File: src/rtl/mt32_frame_scheduler.sv
// MT-32 DAC slot collector: rebuilds {left,right} frames from the time-multiplexed
// DAC stream, mixes SYN/REV channels and buffers frames toward the serializer.
module mt32_frame_scheduler #(
  parameter logic [15:0] OFFSET     = 16'd16344,
  parameter int unsigned FIFO_DEPTH = 2
) (
  input  logic        mclk,
  input  logic        rst,
  input  logic        clk_inh,
  input  logic [2:0]  ch_id,
  input  logic [15:0] dac,
  input  logic        rev_sw,
  input  logic        frame_req,
  output logic [31:0] frame_data,
  output logic [1:0]  fifo_level,
  output logic        overrun,
  output logic        underrun,
  output logic        slot_err
);

  localparam int unsigned PW = (FIFO_DEPTH > 1) ? $clog2(FIFO_DEPTH) : 1;
  localparam int unsigned CW = $clog2(FIFO_DEPTH + 1);
  localparam int unsigned SW = 18;

  typedef enum logic [1:0] {ST_ALIGN, ST_COLLECT, ST_MIX, ST_PUSH} state_t;

  state_t        r_state, w_state_nxt;
  logic          r_inh_s1, r_inh_s2, r_inh_s3, r_strobe;
  logic [2:0]    r_ch_s1, r_ch_s2;
  logic          r_rev_s1, r_rev_s2, r_req_d;
  logic [15:0]   r_chan [6];
  logic [5:0]    r_mask, w_mask_nxt, w_ch_hit;
  logic          w_is4, w_slot_err_nxt, w_mix_en, w_push;
  logic [15:0]   r_left, r_right, w_left, w_right;
  logic [SW-1:0] w_sum_l, w_sum_r;
  logic [31:0]   r_mem [FIFO_DEPTH];
  logic [PW-1:0] r_wr, r_rd;
  logic [CW-1:0] r_count;
  logic          w_pop, w_empty, w_full, w_do_pop, w_do_push;

  // Synchronizers, INH falling-edge strobe and request edge history
  always_ff @(posedge mclk) begin
    if (rst) begin
      r_inh_s1 <= 1'b0; r_inh_s2 <= 1'b0; r_inh_s3 <= 1'b0; r_strobe <= 1'b0;
      r_ch_s1  <= '0;   r_ch_s2  <= '0;
      r_rev_s1 <= 1'b0; r_rev_s2 <= 1'b0; r_req_d  <= 1'b0;
    end else begin
      r_inh_s1 <= clk_inh;  r_inh_s2 <= r_inh_s1; r_inh_s3 <= r_inh_s2;
      r_strobe <= r_inh_s3 & ~r_inh_s2;
      r_ch_s1  <= ch_id;    r_ch_s2  <= r_ch_s1;
      r_rev_s1 <= rev_sw;   r_rev_s2 <= r_rev_s1;
      r_req_d  <= frame_req;
    end
  end

  // Slot map: bit order LSYN1, RSYN1, LSYN2, RSYN2, LREV, RREV
  always_comb begin
    w_ch_hit = '0;
    case (r_ch_s2)
      3'd3:    w_ch_hit = 6'b000001;
      3'd7:    w_ch_hit = 6'b000010;
      3'd2:    w_ch_hit = 6'b000100;
      3'd6:    w_ch_hit = 6'b001000;
      3'd0:    w_ch_hit = 6'b010000;
      3'd1:    w_ch_hit = 6'b100000;
      default: w_ch_hit = '0;
    endcase
    if (!r_strobe) w_ch_hit = '0;
  end

  assign w_is4 = r_strobe && (r_ch_s2 == 3'd4);

  always_ff @(posedge mclk) begin
    for (int i = 0; i < 6; i++) begin
      if (rst)              r_chan[i] <= '0;
      else if (w_ch_hit[i]) r_chan[i] <= dac;
    end
  end

  always_ff @(posedge mclk) begin
    if (rst) begin
      r_state  <= ST_ALIGN;
      r_mask   <= '0;
      slot_err <= 1'b0;
    end else begin
      r_state  <= w_state_nxt;
      r_mask   <= w_mask_nxt;
      slot_err <= w_slot_err_nxt;
    end
  end

  always_comb begin
    w_state_nxt    = r_state;
    w_mask_nxt     = r_mask | w_ch_hit;
    w_slot_err_nxt = 1'b0;
    w_mix_en       = 1'b0;
    w_push         = 1'b0;
    case (r_state)
      ST_ALIGN: begin
        if (w_is4) begin
          w_mask_nxt  = '0;
          w_state_nxt = ST_COLLECT;
        end
      end
      ST_COLLECT: begin
        if (w_is4) begin
          if (r_mask == 6'b111111) begin
            w_state_nxt = ST_MIX;
          end else begin
            w_slot_err_nxt = 1'b1;
            w_mask_nxt     = '0;
          end
        end
      end
      ST_MIX: begin
        w_mix_en    = 1'b1;
        w_state_nxt = ST_PUSH;
      end
      ST_PUSH: begin
        w_push      = 1'b1;
        w_mask_nxt  = '0;
        w_state_nxt = ST_COLLECT;
      end
      default: w_state_nxt = ST_ALIGN;
    endcase
  end

  // 18-bit mix, then wrap-around offset removal
  assign w_sum_l = r_rev_s2 ? (SW'(r_chan[0]) + SW'(r_chan[2]) + SW'(r_chan[4])) : SW'(r_chan[0]);
  assign w_sum_r = r_rev_s2 ? (SW'(r_chan[1]) + SW'(r_chan[3]) + SW'(r_chan[5])) : SW'(r_chan[1]);
  assign w_left  = 16'(w_sum_l - SW'(OFFSET));
  assign w_right = 16'(w_sum_r - SW'(OFFSET));

  always_ff @(posedge mclk) begin
    if (rst) begin
      r_left  <= '0;
      r_right <= '0;
    end else if (w_mix_en) begin
      r_left  <= w_left;
      r_right <= w_right;
    end
  end

  function automatic logic [PW-1:0] ptr_inc(input logic [PW-1:0] p);
    return (32'(p) == FIFO_DEPTH - 1) ? '0 : p + PW'(1);
  endfunction

  assign w_pop     = frame_req & ~r_req_d;
  assign w_empty   = (r_count == '0);
  assign w_full    = (32'(r_count) == FIFO_DEPTH);
  assign w_do_pop  = w_pop & ~w_empty;
  // A pop in the same cycle frees the slot, so a full FIFO still accepts
  assign w_do_push = w_push & (~w_full | w_do_pop);

  always_ff @(posedge mclk) begin
    if (rst) begin
      for (int i = 0; i < FIFO_DEPTH; i++) r_mem[i] <= '0;
      r_wr       <= '0;
      r_rd       <= '0;
      r_count    <= '0;
      frame_data <= '0;
      overrun    <= 1'b0;
      underrun   <= 1'b0;
    end else begin
      if (w_do_push) begin
        r_mem[r_wr] <= {r_left, r_right};
        r_wr        <= ptr_inc(r_wr);
      end
      if (w_do_pop) begin
        frame_data <= r_mem[r_rd];
        r_rd       <= ptr_inc(r_rd);
      end
      if (w_pop && w_empty)      underrun <= 1'b1;
      if (w_push && !w_do_push)  overrun  <= 1'b1;
      r_count <= r_count + CW'(w_do_push) - CW'(w_do_pop);
    end
  end

  assign fifo_level = 2'(r_count);

endmodule

File: config.mk
export PLATFORM = sky130hd
export DESIGN_NAME = mt32_frame_scheduler
export DESIGN_NICKNAME = d
export VERILOG_FILES = /design/src/rtl/mt32_frame_scheduler.sv
export SDC_FILE = /design/constraint.sdc
export NUM_CORES = 1
export LEC_CHECK = 0
export CAP_MARGIN = 5
export CORE_MARGIN = 5
export CORE_UTILIZATION = 45
export CTS_CLUSTER_SIZE = 14
export DETAILED_ROUTE_END_ITERATION = 10
export GPL_TIMING_DRIVEN = 0
export PLACE_DENSITY = 0.63
export SKIP_CTS_REPAIR_TIMING = 1
export SLEW_MARGIN = 20
export SYNTH_ARGS = -nofsm -noshare
export SYNTH_HDL_FRONTEND = slang
export SYNTH_SLANG_ARGS = --single-unit
export TNS_END_PERCENT = 1
File: constraint.sdc
create_clock -name mclk -period 6.22 [get_ports mclk]
set_input_delay 1.244 -clock mclk [delete_from_list [all_inputs] [get_ports mclk]]
set_output_delay 1.244 -clock mclk [all_outputs]
set_load 0.05 [all_outputs]
==> impl_results.md <==
* Outcome: finished clean
* Post-Syn Area at 0.0124 mm^2
* First-pass GRT wire length at 43.2 mm
* Setup TNS at 0 ns
* WL final at 26.6 mm
* Core ar. at 0.0271 mm^2
* Final Max Slew Viols at 0
* Slew HR at 34.7%
* GRT Total Usage at 17.4%
* P_leak at 5.24 nW
* Reg clk slew, reported paths at 0.06 ns
* Layout cell share with drive strength beyond 1 at slightly above 7%
* Site Rows at 60
* Post-layout nets at ~1.2k
* Root buffer cell: clkbuf_16
* Slew at the pin with the worst max-slew slack at 0.971 ns
* Hold Path Class: reg -> reg
* Most used DFF post-synth: edfxtp_1
* Vias per cell at 5.13
* Arr. time, crit path at 4.25 ns
* Area leader, netlist: edfxtp_1
* Ranking of synthesized cells by area: edfxtp_1, dfxtp_1, and2_1
* Worst vdd ir at 229 uV
* Top post-synthesis cells by count: and2_1, edfxtp_1, nor2_1, dfxtp_1, mux2i_1
* RSZ-0062 raised after global routing: no
* CP Launch Type: register
* Die height at 176 um
* Critical path required time at about 6.6 ns
* Post-Synthesis Cells at 1,064
* Vias at 7,940
* FF-to-FF setup slack at 2.37 ns
* Critical Path End Type: register
* Starting density of the core at between 40% and 50%
* Synth Register Bits at 252
* Net Count, Synth at 1,158
* Vias in the first global route at 7,938
* CTS buffer count at 28
* Async SR Flop Fraction at 0%
* RR Startpoint: r_chan[5][1]
* Max Cap Viol at 0
* Ys Warns at 0
* Die span in x at 176 um
* PwrDens at ~280 mW/mm^2
* Longest Clk Path Bufs at 3
* Final ANT Viol Nets at 0
* Num ports at 61
* Post-synth top area share at between 30 and 40%
* CP max FO at 4
* Final core occ at 53.6%
* Syn-to-layout area delta at 16.8%
* Most frequent cell after synthesis: and2_1
* Total grt overflow at 0
* Max Freq at 260 MHz
* Total Die Area at ~0.031 mm^2
* Htree depth at 1
* Hold_sp: r_inh_s2
* DR WL/cell at roughly 17 um
* Cell variety after synth at 78
* Clock Sinks at 252
* Worst-Skew Late Latency at 0.54 ns
* Dpl hpwl at between 20 and 25 mm
* Final Hold Viols at 0
* Drt first pass iters at 5
* Fin crit share at 62.0%
* DRC marker count from the first detailed-route iteration at 439
* Minimum clock period at 3.85 ns
* Syn Area/Cell at 11.7 um^2
* Sequential area share after synthesis at 53.5%
* Diode count at 0
* CP startpoint: r_chan[5][1]
* Port bufs at 60
* Crit Path Class: reg -> reg
* CTS tree: built
* DRC at 0
* RePlAce Congestion at approximately 0.81
* Worst clock skew at ~0.0076 ns
* Initial antenna violation count at 0
* Worst hold slack at 0.421 ns
* Number of synthesized flops with an enable pin at 160
* Final setup vio count at 0
* Largest net degree at the start of global routing at 33
metal layers:
metal / vias to the layer above / share of wire (%) / global-route usage (%)
met1: 3741 / 46 / 23.8
met4: 0 / 3.1 / 5.49
li1: 3982 / - / -
met3: 52 / 4.0 / 2.21
met5: - / 0 / 0
met2: 165 / 46 / 29.0
layout make-up:
cell class,instances,area [um^2]
Buffer,47,181
Timing Repair Buffer,61,628
Inverter,25,93.8
Tap cell,372,465
Sequential cell,252,6650
Multi-Input combinational cell,740,5540
Clock inverter,19,226
Clock buffer,33,751
Fill cell,2362,12600
state kept, by name, summed over array words and instances, names as in the netlist, 2 cells and up:
name        count
fifo_level      2
frame_data     32
r_ch_s1         3
r_ch_s2         3
r_chan         96
r_left         16
r_mask          6
r_mem          64
r_right        16
r_state         2
cell families (layout without fill, tap and decap cells):
group	after synthesis	in the layout	synth area share (%)
xor gates and xnor gates	35	35	2.58
adders and majority gates	70	70	8.98
and+or+nand+nor	409	409	18.6
muxes	55	55	4.57
DFF	252	252	53.5
buffers and inverters	72	185	2.21
AOI/OAI and AO/OA	171	171	9.60
path summary, 6_finish.rpt:
kind,depth (start not counted),endpoint
max,13,r_right[14]
min,1,r_strobe
max reg2reg,13,r_right[14]
min reg2reg,1,r_strobe
cell usage in the layout (no fill, tap or decap), drive strengths merged, types with 10 or more instances in the layout:
cell type	count
nand2	39
edfxtp	160
fa	32
clkbuf	67
dfxtp	92
mux2i	51
nor3	18
nand3	10
xnor2	23
o21a	10
ha	38
nor2	95
xor2	11
nand2b	14
buf	14
nor2b	25
clkdlybuf4s50	60
a21oi	38
inv	26
o21ai	20
and2	161
clkinv	12
a211oi	47
per-stage QoR:
| step | power (mW) | setup slack (ns) | area (um^2) | std cells |
|---|---|---|---|---|
| 2_1_floorplan | 2.18 | 2.62 | 12400 | 1064 |
| 3_3_place_gp | 2.29 | 1.26 | 13500 | 1496 |
| 3_5_place_dp | 2.30 | 1.88 | 13600 | 1497 |
| 4_1_cts | 4.04 | 2.38 | 14500 | 1549 |
| 5_1_grt | 4.16 | 2.11 | 14500 | 1549 |
| 6_report | 4.00 | 2.37 | 14500 | 1549 |
worst max-delay path: stages (launching register included):
cell and delay, ns:
edfxtp_1 0.39, fa_1 0.55, ha_1 0.19, inv_1 0.06, fa_1 0.44, nor2b_4 0.14
o2111a_2 0.22, or3_1 0.11, a31oi_1 0.13, nor4_2 0.50, or4b_1 0.51, nand4b_4 0.20
nor3_1 0.20, a2111oi_2 0.08
where the power goes:
group / leakage, nW / total [mW] / internal, mW / switching [mW]
clock: 0.484 / 1.73 / 1.07 / 0.663
sequential: 2.39 / 1.85 / 1.82 / 0.0276
combinational: 2.37 / 0.415 / 0.164 / 0.251
total: 5.24 / 4.00 / 3.06 / 0.942
(Power assumes the default switching activity.)
==> RTL edit 1 (config.mk and constraints unchanged) <==
Add an input register stage for `rev_sw`, without a reset; this delays it by one clock. The other inputs are not delayed to match.
--- a/src/rtl/mt32_frame_scheduler.sv
+++ b/src/rtl/mt32_frame_scheduler.sv
@@ -26,2 +26,8 @@
 
+  logic rev_sw_q;
+
+  always_ff @(posedge mclk) begin
+    rev_sw_q <= rev_sw;
+  end
+
   state_t        r_state, w_state_nxt;
@@ -50,3 +56,3 @@
       r_ch_s1  <= ch_id;    r_ch_s2  <= r_ch_s1;
-      r_rev_s1 <= rev_sw;   r_rev_s2 <= r_rev_s1;
+      r_rev_s1 <= rev_sw_q;   r_rev_s2 <= r_rev_s1;
       r_req_d  <= frame_req;
Check against the original RTL: same outputs for any inputs over 10 cycles, from zero or initial values and one cycle with rst high; that may be too few to reach the edited logic, so the function may still have changed.
==> RTL edit 1 against the original RTL <==
Design area barely moved; routed wire length is 1.9% higher; sequential cell count rose by 1; critical path depth is the same; area after synthesis increased by 0.22%; power fell by 1.2%; sequential share of layout area is 0.16 points higher; maximum frequency fell by 8.5%; setup slack lost 0.36 ns; utilization down 0.90 points; synthesized cell count is 1.9% higher; highest routed layer unchanged.
==> RTL edit 1: results (changes against the original RTL) <==
| Metric | Value |
|---|---|
| Status | completed |
| Sequential-to-total area share from yosys stat | 53.5% (about the same) |
| Worst-Skew Late Latency | 0.54 ns (about the same) |
| Setup crit start | r_chan[4][1] |
| Drt first pass iters | 4 (-1) |
| Maximum fanout along the worst path | 4 (unchanged) |
| HP Class | flip-flop to flip-flop |
| Cell at the slowest stage of the critical path | a21boi_0 |
| Min Hold Slack | 0.404 ns (-0.0174 ns) |
| Detailed Place HPWL | 19.7 mm (-1.3%) |
| Final period utilization | 67.7% (+5.8 points) |
| Synth unique cells | 75 (-3.8%) |
| Leakage | 5.26 nW (+0.31%) |
| Worst slack at placement | 1.90 ns (+0.0182 ns) |
| Synth async-reset ratio | 0% (unchanged) |
| Net Count, Synth | 1178 (+1.7%) |
| CP delay by family, top | compound AO/OA/AOI/OAI gates |
| Reg2Reg Depth | 13 (unchanged) |
| Reg clk slew, reported paths | 0.06 ns (about the same) |
| Buffers on Ports | 59 (-1.7%) |
| H-tree levels | 1 (unchanged) |
| Yosys warns | 0 (unchanged) |
| Ant. Diodes | 0 (unchanged) |
| Crit path capture | r_left[12] |
| Flop-to-flop setup slack | 2.01 ns (-0.36 ns) |
| WHS Path Cells | 1 (unchanged) |
| Commonest cells post-synth | 160 x and2_1, 160 x edfxtp_1, 115 x nor2_1 |
| Global-route wire length before repair | 43.4 mm (+0.54%) |
| Regs by FF count | r_chan (96), r_mem (64), frame_data (32) |
| Hold Startpoint | r_inh_s2 |
| Largest net degree at the start of global routing | 33 (unchanged) |
| Fraction of layout cells with a size suffix above 1 | 6.95% (-0.11 points) |
| Initial antenna violation count | 0 (unchanged) |
| Iter 0 DRT Violations | 533 (+21%) |
| Final Hold Viols | 0 (unchanged) |
| Clk buf depth | 3 (unchanged) |
| Routability congestion estimate | 0.852 (+5.4%) |
| Post-synth EDFFs | 160 (unchanged) |
| CTS Buf Count | 27 (-3.6%) |
| Vias per cell | 5.19 (+1.3%) |
| Final #Nets | 1268 (+1.5%) |
| Main synth FF type | edfxtp_1 |
| Worst-Margin Slew | 1.14 ns (+0.165 ns) |
| Worst hold endpoint | r_strobe |
| CP arrival | 4.66 ns (+0.41 ns) |
| Worst Clk Skew | 0.0192 ns (+0.0116 ns) |
| Drt wl/cell | 17.2 um (+0.30%) |
| Slowest stage delay, CP | 0.69 ns (+0.14 ns) |
| Top area cells in the synthesized netlist | edfxtp_1 39%, dfxtp_1 15%, and2_1 8.0% |
| Vias in the first global route | 8069 (+1.7%) |
| Clk root buf | clkbuf_16 |
| Peak supply drop | 213 uV (-6.7%) |
| Total GRT Usage | 17.5% (+0.12 points) |
==> RTL edit 1: worst register-to-register path, stage by stage (launching register included) <==
cell      delay [ns]
edfxtp_1        0.39
fa_1            0.55
ha_1            0.23
inv_1           0.07
fa_1            0.40
nand2b_1        0.20
a31oi_1         0.41
o21ai_0         0.27
o211ai_1        0.15
a21boi_0        0.69
or4_1           0.28
nor2_1          0.07
xor2_1          0.18
a211oi_1        0.23
==> RTL edit 1: logic make-up after synthesis <==
group / share of synthesized area [%]
fa+ha+maj: 8.96
xor+xnor: 2.39
simple gates: 18.2
flops: 53.5
compound gates: 10.0
mux: 4.37
buf+inv: 2.58
==> RTL edit 1: layer usage <==
metal,share of wire (%),wire [um],GRT usage [%],vias up
met3,4.2,1150,2.23,45
met4,2.3,629,4.48,0
met1,45,12200,23.7,3923
li1,-,-,-,4038
met2,49,13100,30.1,164
met5,0,0,0,-
==> RTL edit 1: area by class of cell <==
type / instances / area, um2
fillers: 2428 / 13000
flip-flops and latches: 253 / 6670
multi-input cells: 752 / 5490
clock buffers: 42 / 865
repair buffers: 61 / 629
well taps: 378 / 473
plain buffers: 50 / 213
inverters: 29 / 109
clock inverters: 8 / 77.6
==> RTL edit 1: per-stage QoR <==
| stage | power [mW] | area (um2) | std cells |
|---|---|---|---|
| after floorplan | 2.20 | 12500 | 1084 |
| after global placement | 2.31 | 13500 | 1521 |
| after detailed placement | 2.32 | 13600 | 1523 |
| after CTS | 3.98 | 14500 | 1573 |
| after global routing | 4.11 | 14500 | 1573 |
| final | 3.95 | 14500 | 1573 |
==> RTL edit 1: report_power, final <==
part | leakage, nW | switching, mW | internal [mW]
clock | 0.466 | 0.658 | 1.00
sequential | 2.39 | 0.0273 | 1.83
combinational | 2.40 | 0.260 | 0.171
==> RTL edit 2 (config.mk and constraints unchanged) <==
Made on the original files. The parameter `OFFSET` goes from 16'd16344 to 16'd12258.
--- a/src/rtl/mt32_frame_scheduler.sv
+++ b/src/rtl/mt32_frame_scheduler.sv
@@ -3,3 +3,3 @@
 module mt32_frame_scheduler #(
-  parameter logic [15:0] OFFSET     = 16'd16344,
+  parameter logic [15:0] OFFSET     = 16'd12258,
   parameter int unsigned FIFO_DEPTH = 2
Function: no difference found for any inputs over 10 cycles, from zero or initial values and one cycle with rst high; that may be too few to reach the edited logic, so the function may still have changed.
==> RTL edit 2 against the original RTL <==
Die area increased by 2.3%; design area increased by 1.8%; count of clock-buffer cells in the layout increased by 4; power is 0.24% lower; critical path type unchanged; area after synthesis up 2.4%; largest cell class unchanged; synthesized cell count grew 5.3%; first-iteration DRC count grew 21%; setup slack worse by 0.72 ns; sequential power about the same; sequential cell count is the same; cell count increased by 3.9%; routed wire length up 6.9%; global-route usage is 0.96 points higher.
==> RTL edit 2: results (changes against the original RTL) <==
| Metric | Value |
|---|---|
| Peak supply drop | 206 uV (-10%) |
| Initial antenna violation count | 0 (unchanged) |
| Global-route wire length before repair | 45.9 mm (+6.2%) |
| Psw | 973 uW (+3.3%) |
| Cell at the slowest stage of the critical path | clkbuf_1 |
| Status | completed |
| Maximum fanout along the worst path | 10 (+6) |
| Worst Clk Skew | 0.0103 ns (+0.00274 ns) |
| CP arrival | 5.00 ns (+0.75 ns) |
| Routability congestion estimate | 0.888 (+9.9%) |
| Top area cells in the synthesized netlist | edfxtp_1 38%, dfxtp_1 14%, and2_1 8.0% |
| CP delay by family, top | buffers and inverters |
| Commonest cells post-synth | 162 x and2_1, 160 x edfxtp_1, 103 x nor2_1 |
| Buffers on Ports | 59 (-1.7%) |
| Vias in the first global route | 8481 (+6.8%) |
| Iter 0 DRT Violations | 531 (+21%) |
| Vias per cell | 5.28 (+3.0%) |
| Total GRT Usage | 18.3% (+0.96 points) |
| Net Count, Synth | 1213 (+4.7%) |
| Leakage | 5.40 nW (+3.1%) |
| Most frequent cell after synthesis | and2_1 |
| Clock Power Share | 42.0% (-1.3 points) |
| Detailed Place HPWL | 20.8 mm (+4.0%) |
| Fraction of layout cells with a size suffix above 1 | 6.09% (-0.96 points) |
| Met1 Track Usage GR | 24.9% (+1.1 points) |
| GR Util met2 | 31.0% (+2.0 points) |
| Power Combinational | 460 uW (+11%) |
| Synth unique cells | 80 (+2.6%) |
| Sequential-to-total area share from yosys stat | 52.2% (-1.3 points) |
| Syn_area_per_cell | 11.4 um2 (-2.7%) |
| Synth async-reset ratio | 0% (unchanged) |
| Final total power | 3.99 mW (-0.24%) |
| Placed cell areas | 13800 um2 (+2.2%) |
| Worst-Margin Slew | 0.965 ns (-0.00659 ns) |
| Total wire length | 28.4 mm (+6.9%) |
| Slowest stage delay, CP | 0.57 ns (+0.02 ns) |
| Final #Nets | 1303 (+4.3%) |
| Filler-free cell count of the finished design | 1610 (+3.9%) |
-- RTL edit 2: cell count changes after synthesis, sizes merged, moves of 4 or more --
cell and delta:
xnor2 -5, and3 +6, a311o +4, clkbuf +7
o211ai +5, nand2 -7, a21o +10, nor3 +7
inv +5, o21ai -7, nor2 +8, a211oi +9
-- RTL edit 2: layout make-up --
cell class	count	area (um2)
Buffer	58	267
Clock buffer	37	744
Clock inverter	15	203
Fill cell	2465	13100
Inverter	31	116
Multi-Input combinational cell	779	5730
Sequential cell	252	6650
Tap cell	378	473
Timing Repair Buffer	60	618
-- RTL edit 2: kinds of logic (layout without fill, tap and decap cells) --
| logic type | after synthesis | count (layout) | synth area share [%] |
|---|---|---|---|
| mux | 55 | 55 | 4.36 |
| simple gates | 421 | 421 | 18.0 |
| fa+ha+maj | 69 | 69 | 8.66 |
| buf+inv | 89 | 201 | 3.01 |
| xor+xnor | 31 | 31 | 2.13 |
| flops | 252 | 252 | 52.2 |
| compound gates | 203 | 203 | 11.6 |
-- RTL edit 2: worst paths after layout --
path / from / end / slack (ns) / depth (start not counted)
max: r_rev_s2 / r_left[15] / 1.65 / 16
min: r_inh_s2 / r_strobe / 0.42 / 1
max reg2reg: r_rev_s2 / r_left[15] / 1.65 / 16
min reg2reg: r_inh_s2 / r_strobe / 0.42 / 1
-- RTL edit 2: metal layers --
layer | share of wire (%) | up-vias
li1 | - | 4227
met1 | 45 | 4042
met2 | 48 | 181
met3 | 4.5 | 48
met4 | 3.2 | 0
met5 | 0 | -
